### config.mk
export PLATFORM = sky130hd
export DESIGN_NAME = reg2b_shift_out
export DESIGN_NICKNAME = d
export VERILOG_FILES = /design/src/rtl/reg2b_shift_out.sv
export SDC_FILE = /design/constraint.sdc
export NUM_CORES = 1
export LEC_CHECK = 0
export ABC_AREA = 1
export BUFFER_PORTS_ARGS = -buffer_cell sky130_fd_sc_hd__clkbuf_2
export CAP_MARGIN = 25
export CORE_AREA = 2 2 39 41
export CTS_BUF_LIST = sky130_fd_sc_hd__clkbuf_8
export DETAILED_ROUTE_END_ITERATION = 10
export DIE_AREA = 0 0 41 43
export GPL_ROUTABILITY_DRIVEN = 0
export HOLD_SLACK_MARGIN = 0.03
export PLACE_DENSITY_LB_ADDON = 0.05
export SYNTH_ARGS = -nofsm -noshare
export SYNTH_HDL_FRONTEND = slang
export SYNTH_SLANG_ARGS = --single-unit
### constraint.sdc
create_clock -name clk -period 3.31 [get_ports clk]
set_clock_uncertainty 0.05 [all_clocks]
set_input_delay 0.331 -clock clk [delete_from_list [all_inputs] [get_ports clk]]
set_output_delay 0.331 -clock clk [all_outputs]
set_load 0.005 [all_outputs]
### src/rtl/reg2b_shift_out.sv
// Parallel-to-serial shifter with a one-word holding buffer so that a steady
// stream of words goes out back-to-back, one bit per enabled clock.
module reg2b_shift_out #(
  parameter int WIDTH     = 2,
  parameter bit MSB_FIRST = 1
) (
  input  logic             clk,
  input  logic             reset,
  input  logic             clk_en,
  input  logic             in_valid,
  output logic             in_ready,
  input  logic [WIDTH-1:0] d,
  output logic             ser_q,
  output logic             ser_valid,
  output logic             ser_last,
  output logic             busy
);

  localparam int CW = (WIDTH > 1) ? $clog2(WIDTH) : 1;
  localparam logic [CW-1:0] LAST_CNT = CW'(WIDTH - 1);

  typedef enum logic {IDLE, SHIFT} state_t;

  state_t           state_reg, state_next;
  logic [WIDTH-1:0] shift_reg, shift_next;
  logic [WIDTH-1:0] buf_reg, buf_next;
  logic             buf_full_reg, buf_full_next;
  logic [CW-1:0]    cnt_reg, cnt_next;
  logic             accept;
  logic             at_last;

  assign at_last   = (state_reg == SHIFT) && (cnt_reg == LAST_CNT);
  assign in_ready  = !buf_full_reg;
  assign ser_valid = (state_reg == SHIFT);
  assign ser_last  = at_last;
  assign busy      = (state_reg == SHIFT) | buf_full_reg;
  // The outgoing bit always sits at the end of the shifter that leaves first.
  assign ser_q     = (state_reg == SHIFT) &&
                     (MSB_FIRST ? shift_reg[WIDTH-1] : shift_reg[0]);

  always_comb begin
    state_next    = state_reg;
    shift_next    = shift_reg;
    buf_next      = buf_reg;
    buf_full_next = buf_full_reg;
    cnt_next      = cnt_reg;
    accept        = in_valid && !buf_full_reg && clk_en;
    if (clk_en) begin
      case (state_reg)
        IDLE: begin
          if (accept) begin
            shift_next = d;
            cnt_next   = '0;
            state_next = SHIFT;
          end
        end
        SHIFT: begin
          if (at_last) begin
            cnt_next = '0;
            // Buffered word goes first; a full buffer also blocks any accept.
            if (buf_full_reg) begin
              shift_next    = buf_reg;
              buf_full_next = 1'b0;
            end else if (accept) begin
              shift_next = d;
            end else begin
              shift_next = '0;
              state_next = IDLE;
            end
          end else begin
            shift_next = MSB_FIRST ? (shift_reg << 1) : (shift_reg >> 1);
            cnt_next   = cnt_reg + 1'b1;
            if (accept) begin
              buf_next      = d;
              buf_full_next = 1'b1;
            end
          end
        end
        default: state_next = IDLE;
      endcase
    end
  end

  always_ff @(posedge clk or posedge reset) begin
    if (reset) begin
      state_reg    <= IDLE;
      shift_reg    <= '0;
      buf_reg      <= '0;
      buf_full_reg <= 1'b0;
      cnt_reg      <= '0;
    end else begin
      state_reg    <= state_next;
      shift_reg    <= shift_next;
      buf_reg      <= buf_next;
      buf_full_reg <= buf_full_next;
      cnt_reg      <= cnt_next;
    end
  end

endmodule

==> results.json, run 1 <==
{
  "status": "complete, no violations",
  "wire_per_inst_um": 9.76,
  "max_freq_mhz": 731,
  "maxSlewViolCount": 0,
  "io_buffers": 10,
  "ys_ff_latch": 7,
  "drt_iter0_markers": 4,
  "slew_headroom": 0.816,
  "synth_area_leader_cell": "dfrtp_1",
  "grtUsageMet3": 0.0314,
  "rows": 14,
  "period_share": 0.414,
  "cts_tree": "done",
  "nets": 77,
  "crit_type": "register to primary output",
  "grt_pass1_vias": 359,
  "drt-vias-per-instance": 4.45,
  "ctsResizeCount": 0,
  "grt_pass1_wl_um": 1460,
  "synth_fp_nets": 61,
  "die_w_um": 41,
  "io-pin-count": 11,
  "ys_top_cells_by_area": "dfrtp_1 (43%), nand2_1 (20%), inv_1 (5.6%), nor2_4 (5.6%), a21oi_1 (5.0%)",
  "setup_viol": 0,
  "cts.sinks": 7,
  "clk_pin_slew_ns": 0.04,
  "met2_usage": 0.181,
  "p_per_area_mw_per_mm2": 860,
  "area.growth.synth_to_final_pct": 31.1,
  "syn_inst": 55,
  "cts_made_buffers": 3,
  "use_met1": 0.162,
  "dp_cells": 81,
  "busiest_layer": "met2",
  "grt_start_max_net_pins": 8,
  "fp.dieArea_mm2": 0.00176,
  "design.core.area_mm2": 0.00138,
  "drtPass1Iterations": 4,
  "finalHoldViolCount": 0,
  "fin_setup_tns_ns": 0,
  "grtUsageTotal": 0.124,
  "htree_num_levels": 1,
  "synth_warnings": 0,
  "wl_um": 839,
  "clockRootBuffer": "clkbuf_8",
  "drive_gt1_frac": 0.300,
  "diodes": 0,
  "p_leak_nw": 0.295,
  "min_period_ns": 1.37,
  "worstMarginPinSlew_ns": 0.276,
  "postRouteAntennaNets": 0,
  "cts_buffer_depth": 2,
  "ys_types": 12,
  "syn-cell-area_um2": 403,
  "grt.overflow.total": 0,
  "required_ns": 2.93,
  "start_kind": "register",
  "cp_max_fo": 7,
  "hpwlAfterDp_um": 685,
  "vdd_drop_max_uv": 279,
  "fp.dieH_um": 43,
  "hp-class": "input port to register",
  "drv_cap": 0,
  "critical_path_arrival_ns": 0.99,
  "rsz0062_at_grt": "no",
  "clk_latency_ns": 0.22,
  "vias": 383,
  "synth.avg_cell_area_um2": 7.33,
  "final_cells": 86,
  "antenna_found_initial": 0,
  "initial_core_util": 0.291,
  "synth.top_cell.area_share": 0.435,
  "drc": 0,
  "worstSetupEndpointType": "primary output",
  "yosysSeqAreaShare": 0.435
}
[Yosys cell counts]
master	count
nand2_1	21
dfrtp_1	7
inv_1	6
a21oi_1	4
inv_2	4
nor2_1	4
nand4_1	2
nor2_4	2
o21ai_0	2
nand3_1	1
nand3_4	1
o21ai_2	1
[layout by cell type, fill, tap and decap left out]
master,Yosys,layout
nand2_1,21,21
clkbuf_2,0,10
inv_1,6,7
dfrtp_1,7,7
inv_2,4,4
nor2_1,4,4
a21oi_1,4,4
clkbuf_8,0,3
nor2_4,2,2
nand4_1,2,2
o21ai_0,2,2
nand3_4,1,1
nand3_1,1,1
o21ai_2,1,1
dlygate4sd3_1,0,1
[logic make-up (layout without fill, tap and decap cells)]
| group | after synthesis | count (layout) | share of synthesized area |
|---|---|---|---|
| simple gates | 31 | 31 | 0.376 |
| buf+inv | 10 | 25 | 0.0932 |
| compound gates | 7 | 7 | 0.0963 |
| flops | 7 | 7 | 0.435 |
[metrics by stage]
| step | setup WS, ns | hold slack (ns) | utilization | total power [mW] | cell area, um^2 |
|---|---|---|---|---|---|
| CTS | 1.92 | 0.314 | 0.382 | 0.463 | 528 |
| global placement | 2.13 | 0.219 | 0.342 | 0.346 | 473 |
| detailed placement | 2.14 | 0.214 | 0.342 | 0.342 | 473 |
| global route | 1.82 | 0.345 | 0.382 | 0.502 | 528 |
| finish | 1.94 | 0.319 | 0.382 | 0.454 | 528 |
| floorplan | 2.24 | 0.0844 | - | 0.283 | 403 |
[repair_timing]
item,in CTS,in global routing
buffers inserted,0,0
hold endpoints to repair,7,0
hold buffers,1,0
[area by class of cell]
type / count / area (um^2)
Clock buffer: 3 / 41.3
Clock inverter: 1 / 3.75
Fill cell: 147 / 856
Inverter: 10 / 37.5
Multi-Input combinational cell: 38 / 190
Sequential cell: 7 / 175
Tap cell: 16 / 20.0
Timing Repair Buffer: 11 / 60.1
[where the power goes]
| part | switching [mW] | internal, mW |
|---|---|---|
| combinational | 0.107 | 0.0725 |
| clock | 0.0360 | 0.0801 |
| sequential | 0.0331 | 0.126 |
[worst max-delay path, stage by stage (launching register included)]
cell      delay, ns
dfrtp_1        0.46
nand2_1        0.08
inv_1          0.10
clkbuf_2       0.12
[metal layers]
| metal | up-vias | wire length [um] |
|---|---|---|
| met3 | 0 | 31 |
| li1 | 201 | - |
| met2 | 9 | 420 |
| met4 | 0 | 0 |
| met5 | - | 0 |
| met1 | 173 | 387 |
[worst paths after layout]
check / start / end / slack [ns] / cells past startpoint
max: ser_valid / ser_last / 1.94 / 3
min reg2reg: buf_reg[1] / buf_reg[1] / 0.43 / 2
max in group asynchronous: reset / shift_reg[1] / 2.48 / 3
max reg2reg: ser_valid / buf_reg[0] / 2.15 / 7
min: d[1] / buf_reg[1] / 0.32 / 3
min in group asynchronous: reset / buf_reg[1] / 0.51 / 3
Power figures use the tool's default switching activity.
==> run 2: changes to the inputs <==
==> constraint.sdc (replaced) <==
create_clock -name clk -period 1.3 [get_ports clk]
set_clock_uncertainty 0.05 [all_clocks]
set_input_delay 0.13 -clock clk [delete_from_list [all_inputs] [get_ports clk]]
set_output_delay 0.13 -clock clk [all_outputs]
set_load 0.005 [all_outputs]
==> run 2 against run 1 <==
Largest cell class unchanged; worst setup slack worse by 1.9 ns; critical path type unchanged; cell count is 1.2% higher; critical path depth is 1 higher; global-route usage is 1.4 points higher; first-iteration DRC count grew to 4.0 times the previous value; sequential power grew to 2.5 times the previous value; count of clock-buffer cells in the layout stayed put; register-to-register slack worse by 2.0 ns.
==> results.json, run 2 (synthesized netlist as in run 1, its figures left out) <==
{
  "drive_gt1_frac": 0.324,
  "vias": 387,
  "swShare": 0.394,
  "max_freq_mhz": 816,
  "cp_max_fo": 5,
  "drt-vias-per-instance": 4.45,
  "fp.dieH_um": 43,
  "dpl_worst_slack_ns": 0.171,
  "fp.dieArea_mm2": 0.00176,
  "clk_pin_slew_ns": 0.04,
  "clkPwrFrac": 0.261,
  "rsz0062_at_grt": "no",
  "vdd_drop_max_uv": 722,
  "cts_tree": "done",
  "wl_um": 929,
  "drv_cap": 0,
  "grt_pass1_vias": 367,
  "initial_core_util": 0.291,
  "drt_iter0_markers": 16,
  "total_power_mw": 1.20,
  "die_w_um": 41,
  "io_buffers": 10,
  "period_share": 0.943,
  "postRouteAntennaNets": 0,
  "worstMarginPinSlew_ns": 0.283,
  "hp-class": "input port to register",
  "diodes": 0,
  "cts_buffer_depth": 2,
  "worstSetupEndpointType": "primary output",
  "critPathTopFamily": "flip-flops",
  "grt.overflow.total": 0,
  "slew_headroom": 0.811,
  "n_fill_cell": 148,
  "mostFrequentLayoutCells": "nand2_1 (21), clkbuf_2 (10), inv_1 (7), dfrtp_1 (6)",
  "r2r_cells": 6,
  "switchingPower_uw": 471,
  "cpMaxStageDelayCell": "dfrtp_2",
  "setup_slack_ns": 0.0744,
  "critical_path_arrival_ns": 1.05,
  "drtPass1Iterations": 4,
  "path_buf_inv": 3,
  "utilization": 0.388,
  "setup_viol": 0,
  "fin_setup_tns_ns": 0,
  "cts_setup_buffers": 0,
  "rows": 14,
  "grt_start_max_net_pins": 8,
  "clk_latency_ns": 0.23,
  "critical_path_depth": 4,
  "finalHoldViolCount": 0,
  "antenna_found_initial": 0,
  "wire_per_inst_um": 10.7,
  "cts_made_buffers": 3,
  "crit_type": "register to primary output",
  "grt_pass1_wl_um": 1550,
  "seq_power_share": 0.335,
  "io-pin-count": 11,
  "start_kind": "register",
  "cts.sinks": 7,
  "clockRootBuffer": "clkbuf_8",
  "drc": 0,
  "p_leak_nw": 0.299,
  "p_per_area_mw_per_mm2": 2230,
  "area.growth.synth_to_final_pct": 33.2,
  "grtUsageTotal": 0.137,
  "maxSlewViolCount": 0,
  "min_period_ns": 1.23,
  "hpwlAfterDp_um": 740,
  "htree_num_levels": 1,
  "timing.hold.ws_ns": 0.108,
  "status": "complete, no violations",
  "path_cells": "buf_4, nand2_1, inv_1, clkbuf_2",
  "worst_path_largest_cell_delay_ns": 0.43,
  "power_frac_comb": 0.404,
  "layout_commonest_cell": "nand2_1",
  "design.core.area_mm2": 0.00138,
  "min_delay_path_depth": 3,
  "p_int_uw": 725,
  "required_ns": 1.12,
  "nets": 78
}
-- run 2: worst min-delay path, cell delays in order --
cell,delay [ns]
clkbuf_2,0.11
nand2_1,0.06
nand2_1,0.06
-- run 2: what timing repair did --
item / in CTS / in global routing
setup endpoints to repair: 0 / 1
hold buffers: 1 / 0
endpoints found under the hold margin: 7 / 0
resized for setup: 0 / 1
-- run 2: routing by layer --
layer | vias to the layer above | GRT usage | share of wire
li1 | 202 | - | -
met2 | 7 | 0.188 | 0.50
met5 | - | 0 | 0
met1 | 176 | 0.170 | 0.46
met3 | 2 | 0.0471 | 0.036
met4 | 0 | 0.100 | 0.0054
-- run 2: per-stage QoR --
stage,cell area (um^2),instances
after global routing,537,87
after floorplan,403,55
final,537,87
after CTS,536,87
after global placement,480,82
after detailed placement,480,82
-- run 2: power groups by stage --
stage	combinational (mW)	clock, mW	sequential, mW
after floorplan	0.331	0	0.390
after global placement	0.503	0	0.405
after detailed placement	0.490	0	0.405
after CTS	0.493	0.325	0.402
after global routing	0.551	0.337	0.411
final	0.483	0.312	0.401
-- run 2: area by class of cell --
cell class / instances / area, um^2 / share of cell area
timing repair buffer: 12 / 67.6 / 0.126
sequential: 7 / 176 / 0.329
clock buffer: 3 / 41.3 / 0.0769
tap: 16 / 20.0 / 0.0373
clock inverter: 1 / 3.75 / 0.00699
inverter: 10 / 37.5 / 0.0699
multi-input combinational: 38 / 190 / 0.354
-- run 2: final timing paths --
path                         startpoint            to  slack, ns
max                           ser_valid      ser_last       0.07
min reg2reg                  buf_reg[1]    buf_reg[1]       0.43
min                                d[1]    buf_reg[1]       0.11
max reg2reg                buf_full_reg  shift_reg[1]       0.17
max in group asynchronous         reset     ser_valid       0.65
min in group asynchronous         reset    buf_reg[1]       0.31
==> run 3: changes to the inputs <==
--- a/config.mk
+++ b/config.mk
@@ -5,7 +5,6 @@
 export SDC_FILE = /design/constraint.sdc
 export NUM_CORES = 1
 export LEC_CHECK = 0
-export ABC_AREA = 1
 export BUFFER_PORTS_ARGS = -buffer_cell sky130_fd_sc_hd__clkbuf_2
 export CAP_MARGIN = 25
 export CORE_AREA = 2 2 39 41
==> constraint.sdc (replaced) <==
create_clock -name clk -period 1.3 [get_ports clk]
set_clock_uncertainty 0.05 [all_clocks]
set_input_delay 0.13 -clock clk [delete_from_list [all_inputs] [get_ports clk]]
set_output_delay 0.13 -clock clk [all_outputs]
set_load 0.1 [all_outputs]
==> run 3 against run 2 <==
The run now ends with negative setup slack left; die area did not move; via count down 1.8%; register-to-register slack got worse by 0.14 ns; core utilization is 11 points higher; critical path depth decreased by 2; first-iteration DRC count decreased by 81%; flip-flop and latch count unchanged; final area rose by 29%; synthesized cell count fell by 22%; non-clock buffer count rose by 6; fmax is 8.1% lower; count of clock-buffer cells in the layout is the same; critical path type unchanged; largest cell class unchanged.
==> results.json, run 3 <==
{
  "critical_path_arrival_ns": 1.15,
  "drc": 0,
  "cts_tree": "done",
  "n_fill_cell": 133,
  "synthArstFlopShare": 1.00,
  "ys_ff_latch": 7,
  "wl_um": 1030,
  "worstMarginPinSlew_ns": 0.311,
  "cpMaxStageDelayCell": "dfrtp_4",
  "io-pin-count": 11,
  "rsz0062_at_grt": "yes",
  "synth_warnings": 0,
  "initial_core_util": 0.297,
  "wire_per_inst_um": 13.1,
  "rows": 14,
  "area.growth.synth_to_final_pct": 68.7,
  "grt_pass1_vias": 338,
  "fp.dieH_um": 43,
  "finalHoldViolCount": 0,
  "vias": 380,
  "maxSlewViolCount": 0,
  "start_kind": "register",
  "antenna_found_initial": 0,
  "syn-cell-area_um2": 412,
  "clk_latency_ns": 0.22,
  "path_cells": "or2_4, buf_12",
  "period_share": 1.03,
  "min_period_ns": 1.33,
  "synth_fp_nets": 49,
  "worst_path_largest_cell_delay_ns": 0.51,
  "grtUsageMet3": 0.0785,
  "drv_cap": 0,
  "drive_gt1_frac": 0.524,
  "drt-vias-per-instance": 4.81,
  "grt.overflow.total": 0,
  "synth_area_leader_cell": "dfrtp_1",
  "multiInputGateArea_um2": 234,
  "synth_edf_count": 0,
  "use_met1": 0.197,
  "nets": 70,
  "busiest_layer": "met1",
  "mostFrequentLayoutCells": "dfrtp_1 (6), buf_4 (6), nand2_1 (5), clkbuf_2 (5), buf_12 (5)",
  "design.core.area_mm2": 0.00138,
  "fp.dieArea_mm2": 0.00176,
  "syn_inst": 43,
  "htree_num_levels": 1,
  "yosysMostFrequentCell": "dfrtp_1",
  "synth_common_cells": "dfrtp_1 (7), nand2_1 (6), inv_1 (5)",
  "postRouteAntennaNets": 0,
  "synth.avg_cell_area_um2": 9.57,
  "hp-class": "input port to register",
  "grt_pass1_wl_um": 1640,
  "cts_made_buffers": 3,
  "hpwlAfterDp_um": 751,
  "required_ns": 1.12,
  "grtUsageTotal": 0.150,
  "cts.sinks": 7,
  "synth.top_cell.area_share": 0.426,
  "clk_pin_slew_ns": 0.04,
  "setup_slack_ns": -0.0335,
  "io_buffers": 10,
  "ys_types": 21,
  "diodes": 0,
  "die_w_um": 41,
  "crit_type": "register to primary output",
  "ff_latch_area_um2": 179,
  "setup_viol": 1,
  "dpl_worst_slack_ns": 0.0432,
  "max_freq_mhz": 750,
  "drt_iter0_markers": 3,
  "cts_buffer_depth": 2,
  "cp_max_fo": 7,
  "ys.flop_type": "dfrtp_1",
  "grt_start_max_net_pins": 12,
  "clockRootBuffer": "clkbuf_8",
  "status": "finished with violations",
  "violations": "negative setup slack",
  "dpl_cell_area_um2": 597,
  "ys_top_cells_by_area": "dfrtp_1 (43%), mux2_4 (7.3%), nand2_1 (5.5%), inv_1 (4.6%), a2bb2oi_1 (4.3%)",
  "worstSetupEndpointType": "primary output",
  "met2_usage": 0.191,
  "slew_headroom": 0.792,
  "yosysSeqAreaShare": 0.426,
  "utilization": 0.502,
  "drtPass1Iterations": 4,
  "finalInstanceArea_um2": 694
}
run 3: cell types whose count changed after synthesis, moves of 2 or more:
| cell | before | now |
|---|---|---|
| a21oi_1 | 4 | 2 |
| a2bb2oi_1 | 0 | 2 |
| a31oi_1 | 0 | 2 |
| buf_2 | 0 | 2 |
| inv_2 | 4 | 0 |
| mux2_4 | 0 | 2 |
| nand2_1 | 21 | 6 |
| nand2b_1 | 0 | 2 |
| nand4_1 | 2 | 0 |
| nand4b_1 | 0 | 2 |
| nor2_1 | 4 | 0 |
| nor2_4 | 2 | 0 |
run 3: layer usage:
layer / vias to the layer above / routed length (um)
li1: 192 / -
met1: 173 / 446
met2: 11 / 494
met3: 4 / 70
met4: 0 / 23
met5: - / 0
run 3: kinds of logic after synthesis:
group	after synthesis	synth area share
DFF	7	0.426
and+or+nand+nor	16	0.252
buffers and inverters	7	0.0699
muxes	2	0.0730
AOI/OAI and AO/OA	11	0.179
run 3: timing repair:
| action | in CTS | in global routing |
|---|---|---|
| pin swaps | 0 | 1 |
| endpoints found under the setup margin | 1 | 7 |
| hold endpoints to repair | 7 | 0 |
| buffers inserted | 2 | 1 |
| hold buffers | 1 | 0 |
| resized for setup | 3 | 3 |
run 3: through the flow:
step	hold slack, ns	instances	setup TNS (ns)
global placement	0.0154	71	0
finish	0.141	79	-0.0335
CTS	0.141	78	-0.0384
floorplan	-0.117	43	-0.335
global route	0.139	79	-0.206
detailed placement	0.0154	71	0
run 3: area by class of cell:
class / count / share of cell area
inverters: 5 / 0.0360
well taps: 16 / 0.0288
repair buffers: 18 / 0.276
multi-input cells: 29 / 0.337
clock buffers: 3 / 0.0595
clock inverters: 1 / 0.00541
flip-flops and latches: 7 / 0.258
run 3: path summary, 6_finish.rpt:
path / from / endpoint / slack, ns / cells after the start
setup / recovery: ser_valid / busy / -0.03 / 2
hold / removal: d[1] / buf_reg[1] / 0.14 / 2
setup reg to reg: buf_full_reg / shift_reg[1] / 0.03 / 5
hold reg to reg: buf_reg[0] / buf_reg[0] / 0.46 / 1
max in group asynchronous: reset / ser_valid / 0.60 / 3
min in group asynchronous: reset / shift_reg[0] / 0.33 / 3
run 3: worst max-delay path: cells and delay by family (launching register included):
kind | cells | cell delay [ns]
buffers and inverters | 1 | 0.16
flip-flops | 1 | 0.51
AND/OR/NAND/NOR | 1 | 0.25
Power of run 3 is left out: the tool's default activity adds up to more than one toggle a clock period on the data nets, which glitch-free logic cannot reach.
